`config.mk`:
```
export PLATFORM = sky130hd
export DESIGN_NAME = div_8by4
export DESIGN_NICKNAME = d
export VERILOG_FILES = /design/src/rtl/mult_div_pkg.sv /design/src/rtl/control_div.sv /design/src/rtl/div_8by4.sv
export SDC_FILE = /design/constraint.sdc
export NUM_CORES = 1
export LEC_CHECK = 0
export ABC_AREA = 1
export BUFFER_PORTS_ARGS = -buffer_cell sky130_fd_sc_hd__buf_2
export CAP_MARGIN = 25
export CORE_ASPECT_RATIO = 0.8
export CORE_UTILIZATION = 45
export CTS_BUF_LIST = sky130_fd_sc_hd__clkbuf_2 sky130_fd_sc_hd__clkbuf_4 sky130_fd_sc_hd__clkbuf_8
export CTS_CLUSTER_SIZE = 16
export DETAILED_ROUTE_END_ITERATION = 16
export GPL_TIMING_DRIVEN = 0
export HOLD_SLACK_MARGIN = 0.03
export PLACE_DENSITY_LB_ADDON = 0.08
export SYNTH_ARGS = -nofsm -noshare
export SYNTH_HDL_FRONTEND = slang
export SYNTH_SLANG_ARGS = --single-unit
```
`constraint.sdc`:
```
create_clock -name clk -period 2.75 [get_ports clk]
set_clock_uncertainty 0.15 [all_clocks]
set_input_delay 0.1375 -clock clk [delete_from_list [all_inputs] [get_ports clk]]
set_output_delay 0.1375 -clock clk [all_outputs]
set_load 0.02 [all_outputs]
```
`src/rtl/mult_div_pkg.sv`:
```
// Shared encodings and default widths for the shift-add multiplier / shift-subtract divider pair.
package mult_div_pkg;
  localparam int WN = 8;
  localparam int WD = 4;

  typedef enum logic [1:0] {
    S_IDLE = 2'd0,
    S_CALC = 2'd1,
    S_DONE = 2'd2
  } state_e;
endpackage

```
`src/rtl/control_div.sv`:
```
// Divider sequencer: IDLE/CALC/DONE state machine plus the quotient-bit down-counter.
import mult_div_pkg::*;

module control_div #(
  parameter int WN = mult_div_pkg::WN
) (
  input  logic clk,
  input  logic rst_n,
  input  logic init,
  input  logic dz_det,
  output logic load,
  output logic step,
  output logic latch_out,
  output logic busy,
  output logic done
);
  localparam int CW = (WN > 1) ? $clog2(WN) : 1;

  state_e        state_q;
  logic [CW-1:0] cnt_q;
  logic          busy_q;
  logic          done_q;
  logic          cnt_zero;

  // Handshake: init is level-sampled only in IDLE; done stays high until an edge sees init=0,
  // so a held init can never start a second operation.
  always_comb begin
    cnt_zero  = (cnt_q == '0);
    load      = (state_q == S_IDLE) && init;
    step      = (state_q == S_CALC);
    latch_out = (state_q == S_CALC) && cnt_zero;
    busy      = busy_q;
    done      = done_q;
  end

  always_ff @(posedge clk or negedge rst_n) begin
    if (!rst_n) begin
      state_q <= S_IDLE;
      cnt_q   <= '0;
      busy_q  <= 1'b0;
      done_q  <= 1'b0;
    end else begin
      case (state_q)
        S_IDLE: begin
          if (init) begin
            if (dz_det) begin
              state_q <= S_DONE;
              done_q  <= 1'b1;
            end else begin
              state_q <= S_CALC;
              busy_q  <= 1'b1;
              cnt_q   <= CW'(WN - 1);
            end
          end
        end
        S_CALC: begin
          cnt_q <= cnt_q - 1'b1;
          if (cnt_zero) begin
            state_q <= S_DONE;
            busy_q  <= 1'b0;
            done_q  <= 1'b1;
          end
        end
        S_DONE: begin
          if (!init) begin
            state_q <= S_IDLE;
            done_q  <= 1'b0;
          end
        end
        default: begin
          state_q <= S_IDLE;
          busy_q  <= 1'b0;
          done_q  <= 1'b0;
        end
      endcase
    end
  end
endmodule

```
`src/rtl/div_8by4.sv`:
```
// Restoring shift-subtract divider, one quotient bit per clock; datapath inline, sequencing in control_div.
import mult_div_pkg::*;

module div_8by4 #(
  parameter int WN = mult_div_pkg::WN,
  parameter int WD = mult_div_pkg::WD
) (
  input  logic          clk,
  input  logic          rst_n,
  input  logic          init,
  input  logic [WN-1:0] dividend,
  input  logic [WD-1:0] divisor,
  output logic [WN-1:0] quotient,
  output logic [WD-1:0] remainder,
  output logic          busy,
  output logic          done,
  output logic          dz
);
  logic [WN-1:0] nreg_q, nreg_d;
  logic [WD-1:0] rem_q, rem_d;
  logic [WD-1:0] d_q;
  logic [WN-1:0] quotient_q;
  logic [WD-1:0] remainder_q;
  logic          dz_q;
  logic [WD:0]   s, diff;
  logic          borrow;
  logic          dz_det, load, step, latch_out;

  // Since rem < D always holds, s < 2D, so a WD+1-bit difference already carries the borrow in its MSB.
  always_comb begin
    dz_det = (divisor == '0);
    s      = {rem_q, nreg_q[WN-1]};
    diff   = s - {1'b0, d_q};
    borrow = diff[WD];
    rem_d  = borrow ? s[WD-1:0] : diff[WD-1:0];
    nreg_d = {nreg_q[WN-2:0], ~borrow};
  end

  control_div #(.WN(WN)) u_ctrl (
    .clk       (clk),
    .rst_n     (rst_n),
    .init      (init),
    .dz_det    (dz_det),
    .load      (load),
    .step      (step),
    .latch_out (latch_out),
    .busy      (busy),
    .done      (done)
  );

  always_ff @(posedge clk or negedge rst_n) begin
    if (!rst_n) begin
      nreg_q      <= '0;
      rem_q       <= '0;
      d_q         <= '0;
      quotient_q  <= '0;
      remainder_q <= '0;
      dz_q        <= 1'b0;
    end else if (load) begin
      nreg_q <= dividend;
      rem_q  <= '0;
      d_q    <= divisor;
      if (dz_det) begin
        quotient_q  <= '1;
        remainder_q <= '0;
        dz_q        <= 1'b1;
      end
    end else if (step) begin
      nreg_q <= nreg_d;
      rem_q  <= rem_d;
      if (latch_out) begin
        quotient_q  <= nreg_d;
        remainder_q <= rem_d;
        dz_q        <= 1'b0;
      end
    end
  end

  assign quotient  = quotient_q;
  assign remainder = remainder_q;
  assign dz        = dz_q;
endmodule
```
== Word-level counts from Yosys, hierarchy flattened ==
Index checks and enable logic that the tools add are counted.

* Bitwise logic cells: 2
* Add/subtract/negate cells: 2
* Mux-type cells: 33
* Reductions and logical operators: 13
* Equality and inequality tests: 8

{| class="wikitable"
|+ Operators by type and width
! operator !! count
|-
| 8-bit two-way mux || 6
|-
| 4-bit two-way mux || 7
|-
| 1-bit two-way mux || 10
|-
| 2-bit inequality test, second input constant || 5
|-
| 3-bit AND reduction || 3
|-
| 2-bit two-way mux || 4
|-
| 4-bit AND reduction || 2
|-
| 3-bit two-way mux || 2
|-
| 1-bit one-hot mux with 3 select lines || 2
|-
| 2-bit one-hot mux with 3 select lines || 1
|-
| 3-bit one-hot mux with 2 select lines || 1
|-
| 2-bit nonzero test || 3
|-
| 5-bit by 4-bit subtractor with 5-bit output || 1
|-
| 4-bit zero test || 1
|-
| 3-bit zero test || 1
|-
| 3-bit by 1-bit subtractor with 3-bit output, second input constant || 1
|-
| 2-bit by 1-bit equality test with 1-bit output, second input constant || 1
|-
| 2-bit equality test, second input constant || 1
|-
| 1-bit logical AND || 2
|-
| 2-bit zero test || 1
|-
| 2-bit by 1-bit inequality test with 1-bit output, second input constant || 1
|-
| 1-bit inverter || 2
|}

* Logic and storage cells: 68
* Output and inout port bits: 15
* Bits of input ports: 15
* Register bits after elaboration: 36

== Logic depth before layout (Yosys ltp) ==
* Word-level depth: 5
* Depth in mapped cells: 12
* Depth with buffers taken out: 12

== Hierarchy ==
A second synthesis with hierarchy kept.

* Cells, all modules: 221
* Area total of the unflattened synthesis: 1834.3 um2

{| class="wikitable"
|+ Modules (own cells, without submodules)
! module !! cells each !! sequential area each (um2) !! area each (um2) !! times used
|-
| div_8by4 || 168 || 725.7 || 1426.4 || 1
|-
| control_div || 53 || 175.2 || 407.9 || 1
|}

== Worst setup path after synthesis ==
No wires, ideal clock.

* Kind: reg-to-reg
* From: register nreg_q[7]
* To: register rem_q[3]
* Period minus slack after synthesis: 1.804 ns
* Required time: 2.483 ns
* Data arrival time: 1.537 ns
* Slack: 0.946 ns
* Buffers on the path: 0
* Cell stages (with the launch flop): 12
* Library setup time: 0.117 ns
* Cells stage by stage: dfrtp_1 -> inv_1 -> ha_1 -> fa_1 -> inv_1 -> nand3_1 -> nand3_1 -> nand2_1 -> nand3_1 -> nand2_1 -> nand2_1 -> nand2_1

* Longest elaborated chain between the ends: 4

{| class="wikitable"
|+ RTL lines
! what !! RTL line !! RTL
|-
| start, declared || div_8by4.sv:19 || <nowiki>logic [WN-1:0] nreg_q, nreg_d;</nowiki>
|-
| start signal, assigned || div_8by4.sv:60 || <nowiki>nreg_q <= dividend;</nowiki>
|-
| start signal, assigned || div_8by4.sv:69 || <nowiki>nreg_q <= nreg_d;</nowiki>
|-
| 5-bit by 4-bit subtractor with 5-bit output || div_8by4.sv:33 || <nowiki>diff = s - {1'b0, d_q};</nowiki>
|-
| 4-bit two-way mux || div_8by4.sv:35 || <nowiki>rem_d = borrow ? s[WD-1:0] : diff[WD-1:0];</nowiki>
|-
| 4-bit two-way mux || div_8by4.sv:68 || <nowiki>end else if (step) begin</nowiki>
|-
| 4-bit two-way mux || div_8by4.sv:59 || <nowiki>end else if (load) begin</nowiki>
|-
| end signal, assigned || div_8by4.sv:70 || <nowiki>rem_q <= rem_d;</nowiki>
|-
| end, declared || div_8by4.sv:20 || <nowiki>logic [WD-1:0] rem_q, rem_d;</nowiki>
|}

Every way passes these cells. The select of a mux whose other input is x is not followed.
A chain may end at the register's enable or synchronous reset.

== Worst setup path after layout ==
* From: register nreg_q[7]
* To: register rem_q[1]

Same word-level chain as after synthesis.

==> reports/qor.yml <==
drv_cap: 0
gp_congestion: 0.8281
hp-class: "primary input to register"
crit_top_cell: "nand2_1"
seq_area_frac_synth_pct: 49.15
clk_pin_slew_ns: 0.07
area_delta_synth_final_pct: 24.85
synth_nets: 244
fin_setup_tns_ns: 0
ys_top_cells_by_count: "nand2_1 (62), dfrtp_1 (36), nor2_1 (23)"
async_flop_share_pct: 100.0
dieArea_mm2: 0.004334
post-route-util_pct: 59.38
worstSetupStartpointType: "register"
core-area_mm2: 0.003854
whs_ns: 0.02196
synth_cells: 222
start_util_pct: 47.56
setup.worst_path.class: "register to register"
slew_headroom_pct: 46.54
synth_area_leaders: "dfrtp_1 (49%), nand2_1 (13%), nand3_1 (4.9%)"
clock_tree.htree_level_count: 2
yosysMostFrequentCell: "nand2_1"
grt_pass1_wl_um: 6913
netlist_area_mm2: 0.001833
timing.fmax_mhz: 475.9
fp.dieH_um: 59.09
vdd_drop_max_uv: 550.6
hold_violations: 0
ys_seq_elements: 36
vias_per_cell: 4.749
crit_path_cell_trace: "inv_1 > ha_1 > fa_1 > inv_1 > nand2_1 > nand2_1 > nand3_1 > nand2_1 > nand2_1 > nand2_1 > nand3_1 > nand2_1"
dr.first_iter.drc_count: 87
cp.required_ns: 2.83
wire_per_inst_um: 12.38
netlist.area_leader.share_pct: 49.15
synth_edf_count: 0
crit_buf_inv: 2
yosys_warnings: 0
drv_slew: 0
drc: 0
drt-total-wl_um: 4048
numCtsBuffers: 5
synth_ff_type: "dfrtp_1"
rsz0062_at_grt: "false"
finalSetupViolCount: 0
grt-ovfl-total: 0
finalCriticalPeriod_ns: 2.101
crit_path_end_kind: "register"
crit_slowest_cell: "fa_1"
first_pass_iters: 4
cpPeakStageDelay_ns: 0.43
route.vias.total: 1553
place_inst: 306
cp_top_family: "simple AND/OR/NAND/NOR gates"
grt_pass1_vias: 1530
cts_buffer_depth: 2
power_density_mw_per_mm2: 1266
die_w_um: 73.36
timing.final.crit_share_pct: 76.42
cts_tree: "done"
ioPinCount: 30
status: "finished, final reports clean"
cts.sinks: 36
power.total_mw: 2.898
syn_avg_cell_area_um2: 8.257
synth_top_cell_by_area: "dfrtp_1"
antenna_cells: 0
antenna_left: 0
post_cts.repair.setup_buffers: 0
dp_hpwl_um: 2908
tightest_slew_ns: 0.8020
antenna_found_initial: 0
worstPathArrival_ns: 2.19
p_leak_nw: 1.200
port_buffers: 29
crit_fanout: 5
clock_latency_ns: 0.29
nets: 293
grt_max_degree: 37
grt_use_total_pct: 21.82
fillers: 392
drive_gt1_share_pct: 19.85
synth_cell_types: 27
row_count: 20
cts-root-buf: "clkbuf_8"
stdcell_count: 327
## cell type report
cell class	count	area [um2]	area share, %
multi-input combinational	155	790.8	34.55
clock inverter	2	35.03	1.531
timing repair buffer	42	275.3	12.03
clock buffer	6	76.32	3.335
tap	55	68.82	3.007
sequential	36	900.9	39.37
inverter	26	97.59	4.265
buffer	5	43.79	1.914
## worst min-delay path, stage by stage
cell and delay, ns:
buf_2 0.08, o21ai_0 0.08, o21ai_1 0.13
## cell families (layout without fill, tap and decap cells)
kind of cell / after synthesis / count (layout) / synth area share (%)
buf+inv: 31 / 81 / 7.713
xor+xnor: 1 / 1 / 0.4779
flops: 36 / 36 / 49.15
compound gates: 31 / 31 / 9.489
fa+ha+maj: 7 / 7 / 5.188
simple gates: 116 / 116 / 27.99
## path summary, 6_finish.rpt
kind / startpoint / endpoint / slack [ns] / cells after the start
setup / recovery: nreg_q[7] / rem_q[1] / 0.65 / 12
hold / removal: dividend[2] / nreg_q[2] / 0.02 / 3
setup reg to reg: nreg_q[7] / rem_q[1] / 0.65 / 12
hold reg to reg: remainder[1] / remainder[1] / 0.32 / 2
max in group asynchronous: rst_n / rem_q[3] / 1.62 / 2
min in group asynchronous: rst_n / u_ctrl.busy / 0.32 / 2
## stage by stage
stage	area [um2]	setup WS, ns
2_1_floorplan	1833	0.9462
6_report	2288	0.6486
5_1_grt	2288	0.4641
4_1_cts	2288	0.6503
3_5_place_dp	2047	0.6859
3_3_place_gp	2047	0.7193
## flip-flops by register name (all words and copies together), names as in the netlist
signal / count
u_ctrl.cnt_q: 3
u_ctrl.state_q: 2
dz: 1
d_q: 4
rem_q: 4
remainder: 4
nreg_q: 8
quotient: 8
u_ctrl.done: 1
u_ctrl.busy: 1
## report_power, final
group | switching, mW | internal (mW)
logic | 0.955 | 0.553
clock network | 0.194 | 0.279
registers | 0.137 | 0.781
total | 1.29 | 1.61
## layer usage
| layer | vias up | wire [um] | track usage [%] |
|---|---|---|---|
| met1 | 715 | 2071 | 29.29 |
| met3 | 7 | 119 | 4.762 |
| met4 | 0 | 74 | 9.890 |
| met5 | - | 0 | 0 |
| li1 | 800 | - | - |
| met2 | 31 | 1784 | 34.13 |
## repair_timing
item                                   in CTS  in global routing
resized for setup                           0                  0
endpoints found under the hold margin      48                  0
hold buffers                               13                  0
## layout by cell type, fill, tap and decap left out, types with 2 or more instances in the layout
master / synthesis / layout
a21oi_1: 2 / 2
buf_2: 2 / 31
buf_6: 3 / 3
clkbuf_8: 0 / 5
dfrtp_1: 36 / 36
dlygate4sd3_1: 0 / 13
ha_1: 6 / 6
inv_1: 22 / 22
inv_2: 4 / 4
nand2_1: 62 / 62
nand2_2: 2 / 2
nand3_1: 18 / 18
nor2_1: 23 / 23
o21ai_0: 15 / 15
o21ai_1: 9 / 9
or2_1: 4 / 4
or2_2: 2 / 2
No activity file was read; power rests on OpenSTA's default activity.
